<file path="src/rtl/memoria_dados_espera.sv">
// memoria_dados_espera: single-edge data memory with a request/ready handshake.
// A request is accepted only when Pronto is high. Each accepted request
// completes LATENCIA edges later with a one-cycle Valido pulse.
// After reset, an optional clear sweep zeroes every word before the first
// request is accepted.
module memoria_dados_espera #(
  parameter int LARGURA        = 8,
  parameter int PROF_BITS      = 8,
  parameter int LATENCIA       = 2,
  parameter bit LIMPA_NO_RESET = 1'b1
) (
  input  logic                 Clock,
  input  logic                 Reset,
  input  logic                 EscMem,
  input  logic                 LerMem,
  input  logic [PROF_BITS-1:0] Endereco,
  input  logic [LARGURA-1:0]   DadoEscrito,
  output logic [LARGURA-1:0]   DadoLido,
  output logic                 Pronto,
  output logic                 Valido
);

  typedef enum logic [1:0] {
    LIMPANDO = 2'd0,
    OCIOSO   = 2'd1,
    ESPERA   = 2'd2
  } estado_t;

  localparam int                   PROFUNDIDADE    = 2 ** PROF_BITS;
  localparam estado_t              LC_ESTADO_RESET = LIMPA_NO_RESET ? LIMPANDO : OCIOSO;
  localparam logic [3:0]           LC_ESPERA_INI   = 4'(LATENCIA - 1);
  localparam logic [PROF_BITS-1:0] LC_ULTIMO       = '1;

  estado_t                r_estado;
  estado_t                w_prox_estado;
  logic [PROF_BITS-1:0]   r_varredura;
  logic [3:0]             r_espera;
  logic [PROF_BITS-1:0]   r_end;
  logic [LARGURA-1:0]     r_dado;
  logic                   r_escrita;
  logic                   r_valido;
  logic [LARGURA-1:0]     r_dado_lido;
  logic [LARGURA-1:0]     r_mem [PROFUNDIDADE];

  logic                   w_aceita;
  logic                   w_conclui;
  logic                   w_mem_we;
  logic [PROF_BITS-1:0]   w_mem_end;
  logic [LARGURA-1:0]     w_mem_dado;

  // A request is accepted only while idle. When both request lines are high,
  // the op is latched as a write.
  assign w_aceita  = (r_estado == OCIOSO) && (EscMem || LerMem);
  assign w_conclui = (r_estado == ESPERA) && (r_espera == 4'd0);

  assign DadoLido  = r_dado_lido;
  assign Valido    = r_valido;

  // State register. Reset drops straight into the sweep, or into idle when the sweep is disabled.
  // NOTE: sequential state uses non-blocking assignments so every register samples pre-edge values.
  always_ff @(posedge Clock or posedge Reset) begin
    if (Reset) r_estado <= LC_ESTADO_RESET;
    else       r_estado <= w_prox_estado;
  end

  // Next-state logic: the sweep ends on the last index, and the wait ends on completion.
  // NOTE: every combinational output gets a default first, so no path can infer a latch.
  always_comb begin
    w_prox_estado = r_estado;
    unique case (r_estado)
      LIMPANDO: if (r_varredura == LC_ULTIMO) w_prox_estado = OCIOSO;
      OCIOSO:   if (w_aceita)                 w_prox_estado = ESPERA;
      ESPERA:   if (w_conclui)                w_prox_estado = OCIOSO;
      default:                                w_prox_estado = LC_ESTADO_RESET;
    endcase
  end

  // Output logic: ready flag, plus the single memory write port shared by the sweep and completed writes.
  always_comb begin
    Pronto     = 1'b0;
    w_mem_we   = 1'b0;
    w_mem_end  = r_end;
    w_mem_dado = r_dado;
    unique case (r_estado)
      LIMPANDO: begin
        w_mem_we   = 1'b1;
        w_mem_end  = r_varredura;
        w_mem_dado = '0;
      end
      OCIOSO:   Pronto   = 1'b1;
      ESPERA:   w_mem_we = w_conclui && r_escrita;
      default:  Pronto   = 1'b0;
    endcase
  end

  // Datapath registers: sweep index, wait countdown, latched request and completion outputs.
  always_ff @(posedge Clock or posedge Reset) begin
    if (Reset) begin
      r_varredura <= '0;
      r_espera    <= 4'd0;
      r_end       <= '0;
      r_dado      <= '0;
      r_escrita   <= 1'b0;
      r_valido    <= 1'b0;
      r_dado_lido <= '0;
    end else begin
      r_valido <= w_conclui;
      if (r_estado == LIMPANDO) r_varredura <= r_varredura + 1'b1;
      if (w_aceita) begin
        r_end     <= Endereco;
        r_dado    <= DadoEscrito;
        r_escrita <= EscMem;
        r_espera  <= LC_ESPERA_INI;
      end else if ((r_estado == ESPERA) && (r_espera != 4'd0)) begin
        r_espera <= r_espera - 4'd1;
      end
      if (w_conclui && !r_escrita) r_dado_lido <= r_mem[r_end];
    end
  end

  // Storage array. It has a single write port, driven by the sweep or by a completed write.
  // NOTE: the array has no reset; clearing it is the sweep's job, so reset does not fan out to every word.
  always_ff @(posedge Clock) begin
    if (w_mem_we) r_mem[w_mem_end] <= w_mem_dado;
  end

endmodule

</file>
<file path="config.mk">
export PLATFORM = sky130hd
export DESIGN_NAME = memoria_dados_espera
export DESIGN_NICKNAME = d
export VERILOG_FILES = /design/src/rtl/memoria_dados_espera.sv
export SDC_FILE = /design/constraint.sdc
export NUM_CORES = 2
export LEC_CHECK = 0
export ABC_AREA = 1
export ABC_CLOCK_PERIOD_IN_PS = 10090
export CORE_UTILIZATION = 35
export CTS_CLUSTER_SIZE = 40
export DETAILED_ROUTE_END_ITERATION = 12
export SKIP_LAST_GASP = 1
export SYNTH_ARGS = -nofsm -noshare
export SYNTH_HDL_FRONTEND = slang
export SYNTH_SLANG_ARGS = --single-unit
export TNS_END_PERCENT = 50
</file>
<file path="constraint.sdc">
create_clock -name Clock -period 10.09 [get_ports Clock]
set_input_delay 1.009 -clock Clock [delete_from_list [all_inputs] [get_ports Clock]]
set_output_delay 1.009 -clock Clock [all_outputs]
set_load 0.02 [all_outputs]
</file>
======== Yosys cells after proc, flatten, opt, wreduce, memory -nomap -nowiden ========
Memory sizes are Yosys's and may differ from the RTL's. A register that Yosys moved wholly into a read port is not among the register bits.
Index checks and enable logic that the tools add are counted.
operators by class
  add/subtract/negate cells ............... 2
  eq/ne operators ......................... 6
  multiplexer cells ....................... 12
  reduce and logical (&&, ||, !) cells .... 12
operators by type and width
  cell                                                                   number
  8-bit 2-to-1 mux                                                       2
  8-bit by 1-bit adder with 8-bit output, second input constant          1
  8-bit equality test, second input constant                             1
  4-bit 2-to-1 mux                                                       2
  2-bit 2-to-1 mux                                                       3
  2-bit != test, second input constant                                   3
  2-bit case mux with 3 select lines                                     1
  1-bit logical AND                                                      5
  4-bit zero test                                                        1
  4-bit nonzero test                                                     1
  4-bit by 1-bit subtractor with 4-bit output, second input constant     1
  1-bit 2-to-1 mux                                                       3
  3-bit AND reduction                                                    1
  2-bit by 1-bit equality test with 1-bit output, second input constant  1
  2-bit equality test, second input constant                             1
  2-bit zero test                                                        1
  1-bit case mux with 2 select lines                                     1
  2-bit nonzero test                                                     1
  1-bit zero test                                                        1
  1-bit logical OR                                                       1
word-level totals
  bits in registers ....................... 32
  bits in writable memories ............... 2048
  input port bits ......................... 20
  memories kept ........................... 1
memories
  name   depth  bits a word  read ports  clocked after Yosys merged registers in  wr ports  line  text
  r_mem  256    8            1           1                                        1         43    logic [LARGURA-1:0] r_mem [PROFUNDIDADE];

======== Depth between registers and ports, before layout ========
  depth in word-level cells ............... 6
  depth in mapped cells ................... 15

======== Least setup slack after synthesis ========
Ideal clock, no wire load.
  path type ............................... register to register
  from .................................... reg r_estado[1]
  to ...................................... mem r_mem[0][0], data pin
  library setup time ...................... 1.393 ns
  data arrival time ....................... 6.743 ns
  data required time ...................... 8.697 ns
  slack ................................... 1.954 ns
  stages on the path, launching flop included .. 5
  buffers on the path ..................... 2
  period minus slack after synthesis ...... 8.136 ns
  cell sequence ........................... dfrtp_1 -> nor2_4 -> buf_6 -> clkbuf_1 -> nor2_1
between the ends
  cells in the longest elaborated chain, start to end .. 2
RTL lines
  element                  line  text
  from (decl)              34    estado_t r_estado;
  from (signal assigned)   63    else r_estado <= w_prox_estado;
  2-bit zero test          84    unique case (r_estado)
  8-bit 2-to-1 mux         84
  named net w_mem_dado[0]  49    logic [LARGURA-1:0] w_mem_dado;
  to (decl)                43
The timed path passes the listed nets, and every way through them passes these cells.

==> results.md <==
* Global Route met2 Usage at 30.2%
* CTS tree: built
* Area Growth Syn to Fin at 11.0%
* Ys flop type: edfxtp_1
* Core footprint at 241000 µm²
* Final hold slack at 0.502 ns
* Via/cell ratio at 5.34
* Final Skew at 0.0382 ns
* VDD IR-drop max at 0.412 mV
* Largest net degree at the start of global routing at 216
* Hold-fix buffers, CTS at 0
* Synth top area share at 72.3%
* Asr flop ratio synth at under 10%
* Clock power frac at about a quarter
* Inst Count DP at about 10000
* CP endpoint: DadoLido[7]$_DFFE_PP0P_
* Cells after synthesis at 7168
* Synth cell types at 38
* Global-route wire length before repair at approximately 350000 µm
* PostCTS Resize Cnt at 0
* Worst Reg-to-Reg Cells at 13
* Crit path kind: reg -> reg
* Vias in the first global route at between 50000 and 60000
* Placed Area at about 90000 µm²
* R2R Path Start: r_end[0]$_DFFE_PP0P_
* Io pins at 30
* Setup TNS at 0 ns
* Worst-skew pair later-pin latency at 0.85 ns
* Post-Syn Area at 85000 µm²
* Syn Nets at 7190
* Antenna Nets Post-Route at 0
* Critical-path maximum fanout at 166
* Pre-Repair DR Iteration Count at 6
* Fin nets at 7021
* Final worst setup slack at between 4 and 5 ns
* Status: complete, no violations
* Clock sinks at 2088
* Post-route cell area at 94400 µm²
* Grt ovf at 0
* Total power at between 20 and 30 mW
* Max-slew headroom at 12.3%
* Combinational power share at 35.3%
* Global Route Usage Sum at about a fifth
* Share of cells above drive strength 1 at approximately 6.0%
* Worst-case clock buffer depth at 3
* Pwr/cell area at 308 nW/µm²
* Total die area at 245000 µm²
* Port buffer count at 29
* Psw at roughly 12 mW
* Root Driver: clkbuf_16
* H-tree levels at 4
* Final Hold Viols at 0
* Worst setup startpoint: r_end[0]$_DFFE_PP0P_
* Leak at 32.4 nW
* Worst Tran Pin Value at 1.32 ns
* Initial DRC Count at 6720
* FMAX at 0.195 GHz
* Syn avg cell area at around 12 µm²
* Post-CTS setup buffer count at 0
* Clock-pin slew on the worst setup and hold paths at 0.06 ns
* Max Cap Viol at 0
* DR WL/cell at between 20 and 25 µm
* Most Crowded Layer GR: met2
* Reg2Reg Setup Slack at 4.97 ns
* Most common cell in the netlist: nand2_1
* Sequential share of power at 39.1%
* Starting Density at 35.3%
* DRC at 0
* Initial antenna violation count at 3
* Met3 Usage GRT at 3.57%
* Final worst-path cycle share at 50.8%
* Unrepaired setup endpoints after global routing: no
* CP arrival at 5.91 ns
* Routability Congestion at 0.846
* Non-Filler Instances at 10400
* Switching Fraction at 40.0%
* Critical Path Sink Type: flop
* Placement Rows at 180
* Synth area leader: edfxtp_1
* Routed via count at approximately 55000
* Die Wd at 495 µm
* Reg-to-Reg End: DadoLido[7]$_DFFE_PP0P_
* Required time worst endpoint at 10.88 ns
* Synth top area cells: edfxtp_1, nand3_1, nand2_1, buf_2, nor2_1
* Routed WL at roughly 240000 µm
* Fin. max-slew vios at 0
* Crit path launch type: flop
* Post-synth top cells: nand2_1, edfxtp_1, nand3_1
* Tmin final at around 5 ns
* Die height at 495 µm
* Register area share after synthesis at 73.5%
* Internal power at 17.4 mW
* Core Util, Final at about two fifths
* Ys Warns at 0
* Number of buffers created by CTS at 210
* Setup WS pre-CTS at 5.12 ns
* Post-synth EDFFs at around 2000
* Post-DP HPWL at 129000 µm
* # setup viols final at 0
* Hold Path Class: reg -> reg
* Yosys reg bits at 2088
* M1 GR Usage at 26.3%
## layout by cell type (no fill, tap or decap), types with 10 or more instances in the layout
cell type and n:
bufinv_16 10, clkinv_1 48, inv_1 50, clkbuf_1 56, dfrtp_1 35, clkdlybuf4s50_1 29, nand3_1 2043, edfxtp_1 2048
buf_4 63, clkbuf_16 212, buf_12 14, nand2_1 2109, o21ai_0 20, nand2_2 14, nor2_1 283, clkinv_2 43
## cell families (layout without fill, tap and decap cells)
family / after synthesis / after routing / share of synthesized area (%)
AO/OA/AOI/OAI: 34 / 34 / 0.259
XOR/XNOR: 6 / 6 / 0.0618
adder cells (fa/ha/maj): 2 / 2 / 0.0294
buffers and inverters: 551 / 560 / 3.08
flip-flops: 2088 / 2088 / 73.5
other: 0 / 5 / 0
AND/OR/NAND/NOR: 4487 / 4487 / 23.1
## cell type report
class,count,area [µm²]
Multi-Input combinational cell,4529,20000
Tap cell,3185,3990
Sequential cell,2088,62500
Clock inverter,117,961
Inverter,64,298
Fill cell,22700,147000
Timing Repair Buffer,106,1040
Clock buffer,273,5580
Antenna cell,5,12.5
## flip-flops by register name, indices dropped and copies added, names as in the netlist, 2 cells and up
| signal | count |
|---|---|
| r_espera | 4 |
| DadoLido | 8 |
| r_mem | 2048 |
| r_dado | 8 |
| r_varredura | 8 |
| r_end | 8 |
| r_estado | 2 |
## critical path, stage by stage, from the launching register on
cell and delay [ns]:
dfrtp_4 0.74, inv_16 0.51, buf_4 0.84, buf_4 0.87
nand2_1 0.11, nand3_1 0.11, nand3_1 0.13, nand3_1 0.19
nand3_1 0.15, nand3_1 0.19, nand3_1 0.38, nand3_1 0.30
nand3_1 0.13, nand2_1 0.08
## metal layers
metal,share of wire (%),vias up
met2,47,2422
met3,8.6,355
met1,42,27500
met5,0,-
met4,2.8,0
li1,-,25100
## power groups by stage
stage / registers (mW) / logic, mW / clock network [mW]
floorplan: 11.6 / 6.39 / 0
global placement: 11.5 / 10.1 / 0
finish: 11.3 / 10.2 / 7.44
CTS: 11.3 / 10.2 / 7.53
global route: 11.4 / 11.0 / 7.86
detailed placement: 11.5 / 10.2 / 0
## worst min-delay path by stage
stage / to / startpoint / cells past startpoint / slack, ns
floorplan: r_espera[3]$_DFFE_PP0P_ / r_espera[3]$_DFFE_PP0P_ / 1 / 0.44
global placement: r_espera[3]$_DFFE_PP0P_ / r_espera[3]$_DFFE_PP0P_ / 1 / 0.46
detailed placement: r_espera[3]$_DFFE_PP0P_ / r_espera[3]$_DFFE_PP0P_ / 1 / 0.48
CTS: r_espera[3]$_DFFE_PP0P_ / r_espera[3]$_DFFE_PP0P_ / 1 / 0.49
global route: r_varredura[6]$_DFFE_PP0P_ / r_varredura[6]$_DFFE_PP0P_ / 1 / 0.55
finish: r_espera[3]$_DFFE_PP0P_ / r_espera[3]$_DFFE_PP0P_ / 1 / 0.50
(Power assumes the default switching activity.)
